[src/rtl/disp_value_counter.sv]
// Button/auto-driven 0..MAX_VAL value source for the seven-segment display.
// Optional auto-increment is built only when DISP_AUTO_EN is defined.
module disp_value_counter #(
    parameter int DEBOUNCE_CYCLES = 1000000,
    parameter int TICK_CYCLES     = 100000000,
    parameter int MAX_VAL         = 19
) (
    input  logic       clk,
    input  logic       rst,
    input  logic       btnUp,
    input  logic       btnDown,
    input  logic       autoEn,
    output logic [4:0] DispVal,
    output logic       wrapPulse
);

    localparam int              DB_W    = (DEBOUNCE_CYCLES > 1) ? $clog2(DEBOUNCE_CYCLES) : 1;
    localparam logic [DB_W-1:0] DB_LAST = DB_W'(DEBOUNCE_CYCLES - 1);
    localparam logic [4:0]      VAL_MAX = 5'(MAX_VAL);

    logic [1:0] btn_raw;
    logic [1:0] press;
    logic       tick;

    assign btn_raw = {btnDown, btnUp};

    // Index 0 is the up button, index 1 the down button.
    generate
        for (genvar gi = 0; gi < 2; gi++) begin : g_btn
            logic            s1_reg;
            logic            s2_reg;
            logic            db_reg;
            logic            db_prev_reg;
            logic            press_reg;
            logic [DB_W-1:0] cnt_reg;

            always_ff @(posedge clk) begin
                if (rst) begin
                    s1_reg      <= 1'b0;
                    s2_reg      <= 1'b0;
                    db_reg      <= 1'b0;
                    db_prev_reg <= 1'b0;
                    press_reg   <= 1'b0;
                    cnt_reg     <= '0;
                end else begin
                    s1_reg      <= btn_raw[gi];
                    s2_reg      <= s1_reg;
                    db_prev_reg <= db_reg;
                    press_reg   <= db_reg & ~db_prev_reg;
                    if (s2_reg == db_reg) begin
                        cnt_reg <= '0;
                    end else if (cnt_reg == DB_LAST) begin
                        db_reg  <= s2_reg;
                        cnt_reg <= '0;
                    end else begin
                        cnt_reg <= cnt_reg + DB_W'(1);
                    end
                end
            end

            assign press[gi] = press_reg;
        end
    endgenerate

`ifdef DISP_AUTO_EN
    localparam int              TC_W    = $clog2(TICK_CYCLES);
    localparam logic [TC_W-1:0] TC_LAST = TC_W'(TICK_CYCLES - 1);

    logic            auto_en_reg;
    logic [TC_W-1:0] tcnt_reg;

    // autoEn is captured once so the first tick lands TICK_CYCLES edges after it is sampled.
    always_ff @(posedge clk) begin
        if (rst) begin
            auto_en_reg <= 1'b0;
            tcnt_reg    <= '0;
        end else begin
            auto_en_reg <= autoEn;
            if (!auto_en_reg || tick) begin
                tcnt_reg <= '0;
            end else begin
                tcnt_reg <= tcnt_reg + TC_W'(1);
            end
        end
    end

    assign tick = (tcnt_reg == TC_LAST);
`else
    logic unused_auto_en;

    assign unused_auto_en = autoEn;
    assign tick           = 1'b0;
`endif

    logic [4:0] val_reg;
    logic [4:0] val_next;
    logic       wrap_reg;
    logic       wrap_next;
    logic       inc_req;
    logic       dec_req;

    // Simultaneous presses cancel each other and swallow any tick.
    assign inc_req = (press[0] & ~press[1]) | (~press[0] & ~press[1] & tick);
    assign dec_req = press[1] & ~press[0];

    always_comb begin
        val_next  = val_reg;
        wrap_next = 1'b0;
        if (inc_req) begin
            if (val_reg == VAL_MAX) begin
                val_next  = 5'd0;
                wrap_next = 1'b1;
            end else begin
                val_next = val_reg + 5'd1;
            end
        end else if (dec_req) begin
            if (val_reg == 5'd0) begin
                val_next  = VAL_MAX;
                wrap_next = 1'b1;
            end else begin
                val_next = val_reg - 5'd1;
            end
        end
    end

    always_ff @(posedge clk) begin
        if (rst) begin
            val_reg  <= 5'd0;
            wrap_reg <= 1'b0;
        end else begin
            val_reg  <= val_next;
            wrap_reg <= wrap_next;
        end
    end

    assign DispVal   = val_reg;
    assign wrapPulse = wrap_reg;

endmodule

[config.mk]
export PLATFORM = sky130hd
export DESIGN_NAME = disp_value_counter
export DESIGN_NICKNAME = d
export VERILOG_FILES = /design/src/rtl/disp_value_counter.sv
export SDC_FILE = /design/constraint.sdc
export NUM_CORES = 1
export LEC_CHECK = 0
export ABC_AREA = 1
export ABC_CLOCK_PERIOD_IN_PS = 2260
export CAP_MARGIN = 10
export CORE_ASPECT_RATIO = 1.4
export CORE_MARGIN = 2
export CORE_UTILIZATION = 33
export CTS_CLUSTER_SIZE = 20
export DETAILED_ROUTE_END_ITERATION = 10
export PLACE_DENSITY = 0.57
export SLEW_MARGIN = 15
export SYNTH_ARGS = -nofsm -noshare
export SYNTH_HDL_FRONTEND = slang
export SYNTH_SLANG_ARGS = --single-unit
[constraint.sdc]
create_clock -name clk -period 2.26 [get_ports clk]
set_input_delay 0.339 -clock clk [delete_from_list [all_inputs] [get_ports clk]]
set_output_delay 0.339 -clock clk [all_outputs]
set_load 0.005 [all_outputs]
Word level (Yosys, flattened, before mapping)
Cells that the tools add are included.
{"block": "word_totals", "reg_bits": 56, "latchBits": 0, "mem_bits_rw": 0, "rom_bits": 0, "input_bits": 5, "output_inout_bits": 6, "elab_cells": 47, "mem_count": 0}
{"block": "op_classes", "addsub": 4, "multipliers": 0, "n_div": 0, "order_cmp": 0, "n_eq_ne": 5, "shift": 0, "mux": 8, "bitwise": 10, "reduce_logical": 6}
{"op": "$add A20 B1 Y20 const B", "n": 2}
{"op": "$eq A20 B20 Y1 const B", "n": 2}
{"op": "$mux W5", "n": 4}
{"op": "$not A1 Y1", "n": 6}
{"op": "$reduce_or A3 Y1", "n": 2}
{"op": "$add A5 B1 Y5 const B", "n": 1}
{"op": "$eq A5 B5 Y1 const B", "n": 1}
{"op": "$logic_not A5 Y1", "n": 1}
{"op": "$sub A5 B1 Y5 const B", "n": 1}
{"op": "$and A1 B1 Y1", "n": 4}
{"op": "$mux W1", "n": 4}
{"op": "$reduce_and A2 Y1", "n": 2}
{"op": "$eq A1 B1 Y1", "n": 2}
{"op": "$reduce_bool A2 Y1", "n": 1}

Depth between registers and ports, before layout
Gate-level depths: netlist of run 1.
{"block": "depth", "depth_word": 4, "ltp_mapped": 9, "mapped_depth_nobuf": 9}

Worst setup path after synthesis of run 1
No wires, ideal clock.
{"block": "synth_timing", "path_kind": "reg2reg", "from": "register g_btn[0].cnt_reg[0]", "to": "register g_btn[0].cnt_reg[12]", "setup_time_ps": 118, "arrival_time_ps": 1313, "required_ps": 2142, "slack_ps": 829, "path_stages_with_launch": 10, "path_buffers": 1, "period_less_slack_ps": 1431, "path_cell_list": "dfxtp_1 ha_1 nand2_2 nor2_4 nand2_4 nor2_4 nand3_4 nand2_4 buf_12 nor2_4"}
{"block": "synth_via", "elab_chain_cells": 2, "elab_cells_between_ends": 3, "classes_between": "add/sub: 1; eq/ne: 1; reduce/logical: 1"}
{"item": "start, declared", "line_no": "35", "text": "logic [DB_W-1:0] cnt_reg;"}
{"item": "start signal, assigned", "line_no": "56", "text": "cnt_reg <= cnt_reg + DB_W'(1);"}
{"item": "parallel branches: the longest is 2 deep, another holds $add A20 B1 Y20"}
Parallel ways; which one is timed is not known.
A chain may end at the register's enable or synchronous reset.

Worst setup path after layout of run 1
{"block": "layout_timing", "from": "register val_reg[2] (netlist: DispVal[2])", "to": "output DispVal[2]"}
{"item": "start, declared", "line_no": "95", "text": "logic [4:0] val_reg;"}
{"item": "start signal, assigned", "line_no": "131", "text": "val_reg <= val_next;"}
{"item": "end, declared", "line_no": "13", "text": "output logic [4:0] DispVal,"}
No word-level cell between the ends.

==> metrics, run 1 <==
Layout Cells excl Fill 520; die height 114.0 µm; worst hold slack 0.3906 ns; Final Hold Viols 0; peak per-stage delay on the critical path 0.56 ns; DR vias/cell 4.640; WP buf/inv 1; IO Port Bufs 9; R2R depth 6; Avg WL per Cell 10.45 µm; total gr overflow 0; yosys warns 0; Peak supply drop 276.7 µV; Synth area leaders dfxtp_1 (39%), nor2_1 (11%), nand2_1 (11%); Critical Path RT 1.92 ns; Max Freq 0.5941 GHz; pin count of the biggest net entering global routing 19; total CTS buffers 5; sequential fraction of the synthesis area 0.3928; CTS tree done; run status finished clean; Synth Cell Area 2854 µm²; Crit Path Max Fanout 8; Die Area 9419 µm²; Crit-path slowest cell clkdlybuf4s50_1; fin. max-slew vios 0; worst relative slew slack 0.7541; CP Launch Type flop; Worst Hold End g_btn[0].press_reg; clk root buf clkbuf_16; Worst Hold Class reg2reg; Final Critical Period 1.683 ns; PD cells 568.2 nW/µm²; Crit. End Element output port; Initial Utilization 0.3354; Core ar. 8508 µm²; Syn-to-layout area delta 11.71%; WL final 5.432 mm; Seq cells post-synth 56; Leak 0.001084 µW; cts hold-fix bufs 0; Mapped Cells 402; Inst Count DP 512; first-pass GRT wire length 10.14 mm; row cnt 40; RSZ-0062 raised after global routing false; worst-path cell chain clkdlybuf4s50_1; Clk Latency, worst-skew pair 0.30 ns; clk slew on worst S/H paths 0.07 ns; clk sinks 56; # IOs 11; initial antenna violation count 0; number of global-route vias before repair 2302; htree depth 2; Die X 82.60 µm; Hold Path Stages 1; HP Start g_btn[0].db_prev_reg; share of Yosys cell area claimed by the top area cell type 0.3928; drt drc 0; Crit path max-delay family buffers and inverters; reg2reg start g_btn[1].cnt_reg[0]; Mean Syn Cell Area 7.099 µm²; DR pass1 iterations 4; post-CTS setup buffer count 0; Detail Route Antenna Nets 0; Setup Total Neg Slack 0 ns; Largest register FFs 40; Clock Skew 0.005922 ns; CTS max path bufs 2; Nets 425; final worst slack 0.5769 ns; layout cells sized above 1 0.09157; CP Data Arrival Time 1.34 ns; Slew @ Worst Pin 0.3675 ns; count of distinct cell types in the synthesized netlist 28; vias 2413; ANT cells 0; Reg2Reg Setup Slack 0.61 ns; Post-DP HPWL 4.082 mm; post_cts resized 0; RR Endpoint g_btn[1].cnt_reg[9]; worst setup path class reg2out; Total GRT Usage 0.1366; Final Cycle Share 0.7447; area leader, netlist dfxtp_1; GPL Wtd Cong 0.8534; final setup vio count 0; post-synthesis net count 413; initial drt markers 94; Max Cap Viol 0; pre-CTS WS 0.5886 ns; total power 1811 µW
==> report_power, final <==
| group | switching (µW) | internal [µW] |
|---|---|---|
| clock network | 355 | 438 |
| registers | 2.24 | 990 |
| logic | 15.8 | 10.1 |
==> area by class of cell <==
class                           count  area (µm²)
Inverter                           44       165.2
Clock inverter                      2       10.01
Clock buffer                        6       138.9
Sequential cell                    56        1121
Tap cell                          105       131.4
Fill cell                         937        5320
Timing Repair Buffer               10       97.59
Multi-Input combinational cell    297        1524
==> layout by cell type, fill, tap and decap left out, types with 3 or more instances in the layout <==
master           Yosys  routed
nand4_1              7       7
nand3_1             26      26
clkbuf_16            0       5
inv_1               44      44
clkdlybuf4s50_1      0       9
xor2_1               8       8
nand3_2              3       3
nor2_1              83      83
o21ai_0             11      11
a21oi_1             23      23
nor2_2              10      10
dfxtp_1             56      56
ha_1                 6       6
nor2_4               6       6
or2_2                4       4
nor3_1               3       3
nand2_1             82      82
xnor2_1             12      12
==> how the worst max path moves through the flow <==
stage,startpoint,to,slack [ns],cells after the start
floorplan,g_btn[0].cnt_reg[0],g_btn[0].cnt_reg[12],0.83,9
global placement,rst,g_btn[1].cnt_reg[2],0.60,4
detailed placement,rst,g_btn[1].cnt_reg[2],0.59,4
CTS,DispVal[2],DispVal[2],0.56,1
global route,g_btn[1].cnt_reg[0],g_btn[1].cnt_reg[9],0.46,6
finish,DispVal[2],DispVal[2],0.58,1
==> synthesized netlist by cell type (all sizes together) <==
cell type	count
nor2	99
nand2	86
dfxtp	56
inv	44
nand3	30
a21oi	23
xnor2	12
o21ai	11
xor2	8
nand4	7
ha	6
or2	6
nor3	4
buf	3
and2	2
clkbuf	2
o21bai	2
nand3b	1
==> logic make-up (layout without fill, tap and decap cells) <==
logic type / after synthesis / in the layout / share of synthesized area
and+or+nand+nor: 235 / 235 / 0.3814
buffers and inverters: 49 / 62 / 0.07321
DFF: 56 / 56 / 0.3928
AOI/OAI and AO/OA: 36 / 36 / 0.06488
xor gates and xnor gates: 20 / 20 / 0.06138
adders and majority gates: 6 / 6 / 0.02630
==> metrics by stage <==
stage          cell area [µm²]  utilization
2_1_floorplan             2854            -
3_3_place_gp              3039       0.3572
3_5_place_dp              3039       0.3572
4_1_cts                   3188       0.3747
5_1_grt                   3188       0.3747
6_report                  3188       0.3747
==> routing by layer <==
layer  up-vias  wire [µm]  GRT usage
li1       1284          -          -
met1      1089       2260     0.1598
met2        30       2919     0.2382
met3        10        149    0.02848
met4         0        103    0.05355
met5         -          0          0
Power figures use the tool's default switching activity.
==> run 2: changes to the inputs <==
--- a/config.mk
+++ b/config.mk
@@ -6,7 +6,7 @@
 export NUM_CORES = 1
 export LEC_CHECK = 0
 export ABC_AREA = 1
-export ABC_CLOCK_PERIOD_IN_PS = 2260
+export ABC_CLOCK_PERIOD_IN_PS = 1690
 export CAP_MARGIN = 10
 export CORE_ASPECT_RATIO = 1.4
 export CORE_MARGIN = 2
==> constraint.sdc (replaced) <==
create_clock -name clk -period 1.69 [get_ports clk]
set_input_delay 0.2535 -clock clk [delete_from_list [all_inputs] [get_ports clk]]
set_output_delay 0.2535 -clock clk [all_outputs]
set_load 0.005 [all_outputs]
==> metrics, run 2 (synthesis gave the netlist of run 1 again) <==
Die X 82.60 µm (unchanged); HP Start g_btn[1].db_prev_reg; htree depth 2 (unchanged); Worst Hold Class reg2reg; Critical Path RT 1.44 ns (-0.48 ns); Max Freq 0.6186 GHz; Initial Utilization 0.3354 (unchanged); layout cells sized above 1 0.1002 (+0.008672); Avg WL per Cell 10.21 µm (-2.3%); CTS max path bufs 2 (unchanged); Clk Latency, worst-skew pair 0.30 ns (about the same); pre-CTS WS 0.08472 ns (-0.5039 ns); DR pass1 iterations 4 (unchanged); Total GRT Usage 0.1295 (-0.007146); fin. max-slew vios 0 (unchanged); PD cells 753.6 nW/µm² (+33%); total gr overflow 0 (unchanged); final worst slack 0.07337 ns (-0.5035 ns); post-CTS setup buffer count 0 (unchanged); Crit-path slowest cell clkdlybuf4s50_1; Final Cycle Share 0.9566; clk root buf clkbuf_16; die height 114.0 µm (unchanged); Hold Path Stages 1 (unchanged); pin count of the biggest net entering global routing 19 (unchanged); worst setup path start DispVal[2]; RR Endpoint g_btn[0].cnt_reg[3]; Final Hold Viols 0 (unchanged); worst-path cell chain clkdlybuf4s50_1; worst relative slew slack 0.6849 (-0.06928); most common cell after layout, fill and taps aside nor2_1; Reg2Reg Setup Slack 0.20 ns (-0.41 ns); GPL Wtd Cong 0.8718 (+2.2%); highest-count cells in the layout ignoring fill and taps nor2_1 (83), nand2_1 (82), dfxtp_1 (56); clk sinks 56 (unchanged); R2R depth 8 (+2); Final Critical Period 1.617 ns; Core ar. 8508 µm² (unchanged); peak per-stage delay on the critical path 0.56 ns (about the same); Largest register FFs 40 (unchanged); CP Launch Type flop; Nets 429 (+0.94%); cts hold-fix bufs 0 (unchanged); Clock Skew 0.007282 ns (+0.001360 ns); vias 2409 (-0.17%); number of global-route vias before repair 2302 (unchanged); Peak supply drop 393.2 µV (+42%); Slew @ Worst Pin 0.4710 ns (+0.1035 ns); row cnt 40 (unchanged); Crit. End Element output port; reg2reg start g_btn[0].cnt_reg[0]; clk slew on worst S/H paths 0.07 ns (about the same); Die Area 9419 µm² (unchanged); Syn-to-layout area delta 13.63%; IO Port Bufs 9 (unchanged); initial drt markers 85 (-9.6%); WL final 5.349 mm (-1.5%); Crit Path Max Fanout 8 (unchanged); worst setup path class reg2out; RSZ-0062 raised after global routing false; drt drc 0 (unchanged); # IOs 11 (unchanged); run status finished clean; first-pass GRT wire length 9.618 mm (-5.1%); Detail Route Antenna Nets 0 (unchanged); initial antenna violation count 0 (unchanged); WP buf/inv 1 (unchanged); total CTS buffers 5 (unchanged); Max Cap Viol 0 (unchanged); post_cts resized 0 (unchanged); Worst Hold End g_btn[1].press_reg; Leak 0.001111 µW (+2.5%); Crit path max-delay family buffers and inverters; CTS tree done; final setup vio count 0 (unchanged); ANT cells 0 (unchanged); Setup Total Neg Slack 0 ns (unchanged); Post-DP HPWL 3.976 mm (-2.6%); CP Data Arrival Time 1.36 ns (+0.02 ns); DR vias/cell 4.597 (-0.93%)
run 2: cell types whose count changed in the layout (fill, tap and decap cells not counted), sizes merged:
| cell | before | now |
|---|---|---|
| buf | 1 | 5 |
| clkinv | 2 | 1 |
| inv | 44 | 45 |
run 2: layout make-up:
class / instances / area (µm²)
Tap cell: 105 / 131.4
Clock buffer: 6 / 138.9
Sequential cell: 56 / 1121
Fill cell: 919 / 5265
Multi-Input combinational cell: 297 / 1533
Clock inverter: 2 / 13.76
Timing Repair Buffer: 14 / 140.1
Inverter: 44 / 165.2
run 2: worst max-delay path by stage:
stage                      endpoint  slack, ns  cells after the start
3_3_place_gp   g_btn[0].cnt_reg[11]       0.13                      8
5_1_grt                  DispVal[2]       0.04                      1
3_5_place_dp    g_btn[0].cnt_reg[3]       0.08                      4
2_1_floorplan  g_btn[0].cnt_reg[12]       0.26                      9
6_report                 DispVal[2]       0.07                      1
4_1_cts                  DispVal[2]       0.07                      1
run 2: stage by stage:
step	std cells	hold WS, ns	instance area, µm²	total power, µW	utilization
after floorplan	402	0.3605	2854	1382	-
after global placement	516	0.3793	3082	1400	0.3622
after detailed placement	516	0.3864	3082	1400	0.3622
after CTS	524	0.3972	3234	2495	0.3801
after global routing	524	0.4018	3243	2532	0.3812
final	524	0.3918	3243	2444	0.3812
run 2: report_power, final:
group	leakage, µW	internal (µW)	switching (µW)
combinational	0.000582	19.2	22.8
sequential	0.000452	1320	3.05
clock	0.0000772	594	481
total	0.00111	1940	507
run 2: worst reg2reg max path, stage by stage, from the launching register on:
cell and delay (ns):
dfxtp_1 0.37, ha_1 0.22, nand2_2 0.08, nor2_4 0.15
nand2_4 0.09, nor2_4 0.10, nand3_4 0.12, nand2_8 0.19
a21oi_1 0.07
run 2: layer usage:
metal	wire length (µm)	track usage	vias to the layer above
li1	-	-	1289
met1	2373	0.1467	1088
met2	2753	0.2263	25
met3	127	0.02532	7
met4	94	0.06230	0
met5	0	0	-
